--- config.mk ---
export PLATFORM = sky130hd
export DESIGN_NAME = spi_master_mc_flat
export DESIGN_NICKNAME = d
export VERILOG_FILES = /design/src/rtl/spi_master_mc_if.sv /design/src/rtl/spi_master_mc.sv /design/src/flat_wrapper.sv
export SDC_FILE = /design/constraint.sdc
export NUM_CORES = 1
export LEC_CHECK = 0
export BUFFER_PORTS_ARGS = -buffer_cell sky130_fd_sc_hd__buf_2
export CORE_ASPECT_RATIO = 0.6
export CORE_MARGIN = 2
export CORE_UTILIZATION = 50
export DETAILED_ROUTE_END_ITERATION = 16
export PLACE_DENSITY = 0.76
export SLEW_MARGIN = 25
export SYNTH_ARGS = -nofsm -noshare
export SYNTH_HDL_FRONTEND = slang
export SYNTH_SLANG_ARGS = --single-unit
--- constraint.sdc ---
create_clock -name clk_i -period 6.1 [get_ports clk_i]
set_input_delay 0.915 -clock clk_i [delete_from_list [all_inputs] [get_ports clk_i]]
set_output_delay 0.915 -clock clk_i [all_outputs]
set_load 0.05 [all_outputs]
--- src/rtl/spi_master_mc_if.sv ---
// rtl/spi_master_mc_if.sv - SPI master front-end/pin bundle; lsb_first exists only with SPI_LSB_FIRST_EN
interface spi_master_mc_if #(
    parameter int D_PACK = 8,
    parameter int N_SS   = 4,
    parameter int DIV_W  = 8
);
    localparam int SEL_W = $clog2(N_SS);

    logic              start;
    logic [SEL_W-1:0]  ss_sel;
    logic              c_pol;
    logic              c_ph;
    logic [DIV_W-1:0]  clk_div;
    logic [D_PACK-1:0] tx_data;
    logic              miso;
    logic              sck;
    logic              mosi;
    logic [N_SS-1:0]   ss_n;
    logic              busy;
    logic [D_PACK-1:0] rx_data;
    logic              rx_valid;

`ifdef SPI_LSB_FIRST_EN
    logic              lsb_first;

    modport master (
        input  start, ss_sel, c_pol, c_ph, clk_div, tx_data, miso, lsb_first,
        output sck, mosi, ss_n, busy, rx_data, rx_valid
    );
    modport slave (
        output start, ss_sel, c_pol, c_ph, clk_div, tx_data, miso, lsb_first,
        input  sck, mosi, ss_n, busy, rx_data, rx_valid
    );
`else
    modport master (
        input  start, ss_sel, c_pol, c_ph, clk_div, tx_data, miso,
        output sck, mosi, ss_n, busy, rx_data, rx_valid
    );
    modport slave (
        output start, ss_sel, c_pol, c_ph, clk_div, tx_data, miso,
        input  sck, mosi, ss_n, busy, rx_data, rx_valid
    );
`endif
endinterface

--- src/rtl/spi_master_mc.sv ---
// rtl/spi_master_mc.sv - multi-slave SPI master, runtime CPOL/CPHA/divider; SPI_LSB_FIRST_EN adds LSB-first frames
module spi_master_mc #(
    parameter int D_PACK = 8,
    parameter int N_SS   = 4,
    parameter int DIV_W  = 8
) (
    input  logic            clk_i,
    input  logic            rst_n_i,
    spi_master_mc_if.master bus
);
    localparam int EDGES = 2 * D_PACK;
    localparam int EW    = $clog2(EDGES + 1);
    localparam int SEL_W = $clog2(N_SS);

    typedef enum logic [1:0] {IDLE, LEAD, XFER, TRAIL} state_e;

    state_e            state_q, state_d;
    logic [DIV_W-1:0]  cnt_q, cnt_d, div_q, div_d;
    logic [EW-1:0]     edge_q, edge_d;
    logic              cpol_q, cpol_d, cpha_q, cpha_d, lsb_q, lsb_d;
    logic              sck_q, sck_d, mosi_q, mosi_d, busy_q, busy_d;
    logic              rx_valid_q, rx_valid_d;
    logic [N_SS-1:0]   ss_n_q, ss_n_d;
    logic [D_PACK-1:0] tx_q, tx_d, rx_sh_q, rx_sh_d, rx_data_q, rx_data_d;
    logic              period_end, leading, sel_ok, lsb_in;

`ifdef SPI_LSB_FIRST_EN
    assign lsb_in = bus.lsb_first;
`else
    assign lsb_in = 1'b0;
`endif

    // A power-of-two slave count makes every select index legal.
    if ((1 << SEL_W) == N_SS) begin : g_sel_full
        assign sel_ok = 1'b1;
    end else begin : g_sel_range
        assign sel_ok = (bus.ss_sel < SEL_W'(N_SS));
    end

    function automatic logic first_bit(input logic [D_PACK-1:0] v, input logic lsb);
        return lsb ? v[0] : v[D_PACK-1];
    endfunction

    function automatic logic [D_PACK-1:0] shift_tx(input logic [D_PACK-1:0] v, input logic lsb);
        return lsb ? (v >> 1) : (v << 1);
    endfunction

    always_ff @(posedge clk_i or negedge rst_n_i) begin
        if (!rst_n_i) begin
            state_q    <= IDLE;
            cnt_q      <= '0;
            div_q      <= '0;
            edge_q     <= '0;
            cpol_q     <= 1'b0;
            cpha_q     <= 1'b0;
            lsb_q      <= 1'b0;
            sck_q      <= 1'b0;
            mosi_q     <= 1'b0;
            busy_q     <= 1'b0;
            rx_valid_q <= 1'b0;
            ss_n_q     <= '1;
            tx_q       <= '0;
            rx_sh_q    <= '0;
            rx_data_q  <= '0;
        end else begin
            state_q    <= state_d;
            cnt_q      <= cnt_d;
            div_q      <= div_d;
            edge_q     <= edge_d;
            cpol_q     <= cpol_d;
            cpha_q     <= cpha_d;
            lsb_q      <= lsb_d;
            sck_q      <= sck_d;
            mosi_q     <= mosi_d;
            busy_q     <= busy_d;
            rx_valid_q <= rx_valid_d;
            ss_n_q     <= ss_n_d;
            tx_q       <= tx_d;
            rx_sh_q    <= rx_sh_d;
            rx_data_q  <= rx_data_d;
        end
    end

    always_comb begin
        state_d    = state_q;
        cnt_d      = cnt_q;
        div_d      = div_q;
        edge_d     = edge_q;
        cpol_d     = cpol_q;
        cpha_d     = cpha_q;
        lsb_d      = lsb_q;
        sck_d      = sck_q;
        mosi_d     = mosi_q;
        busy_d     = busy_q;
        rx_valid_d = 1'b0;
        ss_n_d     = ss_n_q;
        tx_d       = tx_q;
        rx_sh_d    = rx_sh_q;
        rx_data_d  = rx_data_q;
        period_end = (cnt_q == div_q);
        // edge_q counts edges already made, so the coming edge is odd (leading) when edge_q is even
        leading    = ~edge_q[0];

        case (state_q)
            IDLE: begin
                if (bus.start && sel_ok) begin
                    state_d = LEAD;
                    cnt_d   = '0;
                    edge_d  = '0;
                    div_d   = bus.clk_div;
                    cpol_d  = bus.c_pol;
                    cpha_d  = bus.c_ph;
                    lsb_d   = lsb_in;
                    busy_d  = 1'b1;
                    ss_n_d  = ~(N_SS'(1) << bus.ss_sel);
                    sck_d   = bus.c_pol;
                    tx_d    = bus.tx_data;
                    if (!bus.c_ph) begin
                        mosi_d = first_bit(bus.tx_data, lsb_in);
                        tx_d   = shift_tx(bus.tx_data, lsb_in);
                    end
                end
            end
            LEAD, XFER: begin
                cnt_d = period_end ? '0 : cnt_q + 1'b1;
                if (period_end) begin
                    if (edge_q == EW'(EDGES)) begin
                        state_d = TRAIL;
                    end else begin
                        state_d = XFER;
                        edge_d  = edge_q + 1'b1;
                        sck_d   = ~sck_q;
                        if (leading ^ cpha_q) begin
                            rx_sh_d = lsb_q ? {bus.miso, rx_sh_q[D_PACK-1:1]}
                                            : {rx_sh_q[D_PACK-2:0], bus.miso};
                        end else if (edge_q != EW'(EDGES - 1)) begin
                            mosi_d = first_bit(tx_q, lsb_q);
                            tx_d   = shift_tx(tx_q, lsb_q);
                        end
                    end
                end
            end
            TRAIL: begin
                cnt_d = period_end ? '0 : cnt_q + 1'b1;
                sck_d = cpol_q;
                if (period_end) begin
                    state_d    = IDLE;
                    busy_d     = 1'b0;
                    ss_n_d     = '1;
                    rx_data_d  = rx_sh_q;
                    rx_valid_d = 1'b1;
                end
            end
            default: state_d = IDLE;
        endcase
    end

    assign bus.sck      = sck_q;
    assign bus.mosi     = mosi_q;
    assign bus.ss_n     = ss_n_q;
    assign bus.busy     = busy_q;
    assign bus.rx_data  = rx_data_q;
    assign bus.rx_valid = rx_valid_q;
endmodule

--- src/flat_wrapper.sv ---
// flat-port wrapper written by rule: the top's interface ports become plain ports
module spi_master_mc_flat 
#(
    parameter int D_PACK = 8,
    parameter int N_SS   = 4,
    parameter int DIV_W  = 8
)
  (clk_i, rst_n_i, bus_start, bus_ss_sel, bus_c_pol, bus_c_ph, bus_clk_div, bus_tx_data, bus_miso, bus_sck, bus_mosi, bus_ss_n, bus_busy, bus_rx_data, bus_rx_valid);
  spi_master_mc_if #(.D_PACK(D_PACK), .N_SS(N_SS), .DIV_W(DIV_W)) bus_i ();
  input  logic clk_i;
  input  logic rst_n_i;
  input wire logic [$bits(bus_i.start)-1:0] bus_start;
  input wire logic [$bits(bus_i.ss_sel)-1:0] bus_ss_sel;
  input wire logic [$bits(bus_i.c_pol)-1:0] bus_c_pol;
  input wire logic [$bits(bus_i.c_ph)-1:0] bus_c_ph;
  input wire logic [$bits(bus_i.clk_div)-1:0] bus_clk_div;
  input wire logic [$bits(bus_i.tx_data)-1:0] bus_tx_data;
  input wire logic [$bits(bus_i.miso)-1:0] bus_miso;
  output wire logic [$bits(bus_i.sck)-1:0] bus_sck;
  output wire logic [$bits(bus_i.mosi)-1:0] bus_mosi;
  output wire logic [$bits(bus_i.ss_n)-1:0] bus_ss_n;
  output wire logic [$bits(bus_i.busy)-1:0] bus_busy;
  output wire logic [$bits(bus_i.rx_data)-1:0] bus_rx_data;
  output wire logic [$bits(bus_i.rx_valid)-1:0] bus_rx_valid;
  assign bus_i.start = bus_start;
  assign bus_i.ss_sel = bus_ss_sel;
  assign bus_i.c_pol = bus_c_pol;
  assign bus_i.c_ph = bus_c_ph;
  assign bus_i.clk_div = bus_clk_div;
  assign bus_i.tx_data = bus_tx_data;
  assign bus_i.miso = bus_miso;
  assign bus_sck = bus_i.sck;
  assign bus_mosi = bus_i.mosi;
  assign bus_ss_n = bus_i.ss_n;
  assign bus_busy = bus_i.busy;
  assign bus_rx_data = bus_i.rx_data;
  assign bus_rx_valid = bus_i.rx_valid;
  spi_master_mc #(.D_PACK(D_PACK), .N_SS(N_SS), .DIV_W(DIV_W)) u_core (.clk_i(clk_i), .rst_n_i(rst_n_i), .bus(bus_i));
endmodule
# Word-level counts from Yosys, hierarchy flattened
# Index checks and enable logic that the tools add are counted.
# op_classes
addsub	2
n_eq_ne	13
n_shift	1
n_mux	38
bitwise_logic	5
n_reduce_logical	14
# ops
op	n
8-bit 2-to-1 mux	8
8-bit one-hot mux with 2 select lines	2
5-bit 2-to-1 mux	3
1-bit 2-to-1 mux	14
5-bit one-hot mux with 2 select lines	1
3-bit AND reduction	3
8-bit by 1-bit adder with 8-bit output (second input constant)	1
8-bit == test	1
4-bit 2-to-1 mux	2
2-bit != test (second input constant)	4
4-bit one-hot mux with 2 select lines	1
4-bit AND reduction	2
7-bit AND reduction	1
2-bit 2-to-1 mux	3
2-bit by 1-bit != test with 1-bit output (second input constant)	3
2-bit one-hot mux with 3 select lines	1
6-bit AND reduction	1
5-bit by 1-bit adder with 5-bit output (second input constant)	1
5-bit == test (second input constant)	1
5-bit by 4-bit != test with 1-bit output (second input constant)	1
2-bit == test (second input constant)	2
4-bit NOT	1
1-bit one-hot mux with 2 select lines	2
2-bit AND reduction	2
9 further kinds	12
# totals
ff_bits	57
out_inout_bits	16
wordCells	87

# Longest topological paths before layout
# logic_depth
ltp_word	6
mapped_depth	9
depth_no_buf	7

# Least setup slack after synthesis
# Ideal clock, no wire load.
# synth_timing
path_kind	register to register
startpoint	register u_core.state_q[1]
endpoint	register u_core.mosi_q, in the netlist u_core.bus.mosi
setup_ns	0.125
t_arrival_ns	2.001
t_required_ns	5.975
path_slack_ns	3.974
path_stages_with_launch	9
path_buffers	1
synth_period_minus_slack_ns	2.126
path_cell_list	dfrtp_1 > inv_1 > ha_1 > clkbuf_1 > mux2i_1 > nor4_1 > nand3_2 > a22oi_1 > mux2_2
# synth_via
elab_chain_cells	4
# synth_lines
element	line_no	rtl
start, declared	spi_master_mc.sv:17	state_e state_q, state_d;
start signal, assigned	spi_master_mc.sv:66	state_q <= state_d;
2-bit by 1-bit == test with 1-bit output / 2-bit == test (equally long branches)	spi_master_mc.sv:104	case (state_q)
2-bit OR reduction	spi_master_mc.sv:104	
2-bit by 1-bit != test with 1-bit output (no source line) (tied with other cells)	--	
7-bit AND reduction (no source line)	--	
end signal, assigned	spi_master_mc.sv:74	mosi_q <= mosi_d;
end, declared	spi_master_mc.sv:21	logic sck_q, sck_d, mosi_q, mosi_d, busy_q, busy_d;
# Several ways; a longest one is shown, not always the timed one.
# A chain may end at the register's enable or synchronous reset.

# Worst setup path in the final report
# layout_timing
startpoint	register u_core.state_q[0]
endpoint	register u_core.mosi_q, in the netlist u_core.bus.mosi
# The elaborated chain is that of the path after synthesis.

==> flow_summary.toml <==
[status]
outcome = "complete, no violations"

[synthesis]
synth_top_area_share = 0.466
ys_ff_latch = 57
syn_avg_cell_area_um2 = 10.8
mappedNetlistArea_mm2 = 0.00285
async_reset_ff_frac = 1.00
synthTopCellsByArea = "dfrtp_1 (47%), mux2_2 (11%), nand2_1 (6.5%), dfstp_2 (3.7%), o211ai_1 (3.4%)"
synth_top_area_cell = "dfrtp_1"
synth_cells = 264
synth_edf_count = 0
synth_nets = 294
netlist-cell-type-count = 40
synth_flop_cell = "dfrtp_1"
yosysWarnings = 0
seq_area_frac_synth = 0.503

[cells_and_area]
layout.cells.non_filler = 390
antenna_cells = 0
drive_above_1_share = 0.306
multi_input_area_mm2 = 0.00135
layout_commonest_cell = "dfrtp_1"
nFillCells = 475
nets = 335
regArea_mm2 = 0.00143
area.growth.synth_to_final_pct = 16.2
layout_common_cells = "dfrtp_1 (53), nand2_1 (49), buf_2 (39)"

[timing]
max-slew-margin-rel = 0.381
setup_viol = 0
rsz0062_at_grt = "false"
worst_pin_slew_ns = 0.929
period_minus_slack_ns = 2.95
fmax_ghz = 0.340
hold_viol = 0
fin_crit_sh = 0.483
slew_violations = 0
tns_ns = 0
fin_worst_skew_ns = 0.00509

[setup_path]
slowest_stage = "ha_1"
crit_arrival_ns = 3.18
worstReg2RegEnd = "u_core.bus.mosi$_DFFE_PN0P_"
worstPathCellList = "inv_1 -> ha_1 -> mux2i_1 -> nor4_1 -> nand3_2 -> a22oi_1 -> mux2_2"
crit_path_end_kind = "flip-flop"
timing.rr.start = "u_core.state_q[0]$_DFFE_PN0P_"
critical_path.max_fanout = 27
critPathRequiredTime_ns = 6.34
cp-start-kind = "flip-flop"
critical_path_class = "reg -> reg"
r2r_setup_slack_ns = 3.15
max_stage_delay_ns = 0.80
rr_worst_depth = 7

[die]
core_area_mm2 = 0.00554
initial_core_util = 0.514
die_x_um = 101
ios = 40
rows = 21
die_h_um = 62.5
die_area_mm2 = 0.00633

[min_path]
min_from = "u_core.bus.rx_data[7]$_DFFE_PN0P_"
hold_end = "u_core.bus.rx_data[7]$_DFFE_PN0P_"
min_path_cells = 2
hold_path.class = "reg -> reg"

[placement]
dp.final_hpwl_mm = 3.96
place.gp.congestion = 0.846
io_buffer_count = 39
dp_cells = 374

[grt]
grt_pass1_wl_mm = 9.64
grt_max_degree = 58
grt-ovfl-total = 0
grt_pass1_vias = 2008
track_usage = 0.203
antenna_found_initial = 0

[power_and_ir_drop]
irDropWorstVdd_mv = 0.119
cellPowerDensity_mw_per_mm2 = 225
p_seq_frac = 0.507
combPwrFrac = 0.030
swShare = 0.217
p_leak_nw = 1.74
switchingPower_mw = 0.162
clockPowerShare = 0.463
p_int_mw = 0.584

[cts]
cts_num_sinks = 57
clockBufferDepth = 2
post_cts_buffers = 0
cts_hold_repair.buffers = 0
ctsResizeCount = 0
insertion_delay_ns = 0.35
cts-buffers-inserted = 9
htree_levels = 3
cts_tree = "done"
path_clk_slew_ns = 0.06
cts-root-buf = "clkbuf_8"

[detailed_routing]
drc = 0
dr.pass1.iters = 4
wirelength_mm = 5.67
ant_nets = 0
wl_per_cell_um = 14.5
vias_per_cell = 5.37
drt_iter0_drc = 107
vias = 2095

[flow_run]
drv_cap = 0
==> synth_stat cells (2+ instances only) <==
cell type,n
nor2_1,14
inv_1,8
xor2_1,9
dfrtp_1,53
o21ai_0,4
mux2_2,28
nand2b_1,6
nor3_1,3
nand2_1,49
and3_1,5
dfstp_2,4
a2bb2oi_1,2
a21oi_1,5
a32oi_1,4
clkbuf_1,10
a21o_1,2
a31oi_1,4
xnor2_1,2
nand3_1,6
o211ai_1,13
mux2i_1,6
a22o_1,3
nor4_4,2
ha_1,6
==> sequential cells by signal (all words and copies together) (netlist names), 2 cells and up <==
signal	count
u_core.bus.rx_data	8
u_core.cnt_q	8
u_core.div_q	8
u_core.rx_sh_q	8
u_core.tx_q	8
u_core.edge_q	5
u_core.bus.ss_n	4
u_core.state_q	2
==> through the flow <==
step                hold slack [ns]  power [mW]   util  area, um2  setup slack, ns
floorplan                     0.442       0.391      -       2850             3.97
global placement              0.444       0.407  0.561       3110             3.33
detailed placement            0.452       0.408  0.561       3110             3.21
CTS                           0.466       0.756  0.597       3310             3.20
global route                  0.491       0.780  0.597       3310             2.89
finish                        0.459       0.746  0.597       3310             3.15
==> final cells by class <==
cell class                      count  area share
Clock buffer                       10      0.0416
Clock inverter                      6      0.0174
Inverter                            8     0.00908
Multi-Input combinational cell    189       0.408
Sequential cell                    57       0.433
Tap cell                           80      0.0303
Timing Repair Buffer               40      0.0613
==> per-layer routing <==
metal | global-route usage | routed length [um]
met3 | 0.0749 | 452
met5 | 0 | 0
met4 | 0.0693 | 69
met1 | 0.291 | 2800
met2 | 0.284 | 2350
==> worst max-delay path by stage <==
stage | startpoint | to | slack, ns
2_1_floorplan | u_core.state_q[1]$_DFFE_PN0P_ | u_core.bus.mosi$_DFFE_PN0P_ | 3.97
5_1_grt | u_core.state_q[0]$_DFFE_PN0P_ | u_core.bus.mosi$_DFFE_PN0P_ | 2.89
3_5_place_dp | u_core.state_q[0]$_DFFE_PN0P_ | u_core.bus.mosi$_DFFE_PN0P_ | 3.21
6_report | u_core.state_q[0]$_DFFE_PN0P_ | u_core.bus.mosi$_DFFE_PN0P_ | 3.15
3_3_place_gp | u_core.state_q[1]$_DFFE_PN0P_ | u_core.bus.mosi$_DFFE_PN0P_ | 3.33
4_1_cts | u_core.state_q[0]$_DFFE_PN0P_ | u_core.bus.mosi$_DFFE_PN0P_ | 3.20
==> power by group through the flow <==
stage | sequential [mW] | combinational [mW] | clock, mW
after floorplan | 0.385 | 0.00567 | 0
after global placement | 0.385 | 0.0224 | 0
after detailed placement | 0.385 | 0.0227 | 0
after CTS | 0.378 | 0.0229 | 0.355
after global routing | 0.378 | 0.0255 | 0.377
final | 0.378 | 0.0223 | 0.345
==> kinds of logic (layout without fill, tap and decap cells) <==
family / Yosys count / count (layout) / share of synthesized area
xor gates and xnor gates: 11 / 11 / 0.0338
DFF: 57 / 57 / 0.503
adders and majority gates: 6 / 6 / 0.0264
AOI/OAI and AO/OA: 43 / 43 / 0.110
and+or+nand+nor: 95 / 95 / 0.171
muxes: 34 / 34 / 0.132
buffers and inverters: 18 / 64 / 0.0237
==> worst max-delay path, delay by kind of cell, from the launching register on <==
family | cells | cell delay (ns)
simple gates | 2 | 0.62
buf+inv | 1 | 0.07
flops | 1 | 0.37
compound gates | 1 | 0.32
mux | 2 | 0.67
fa+ha+maj | 1 | 0.80
No activity file was read; power rests on OpenSTA's default activity.
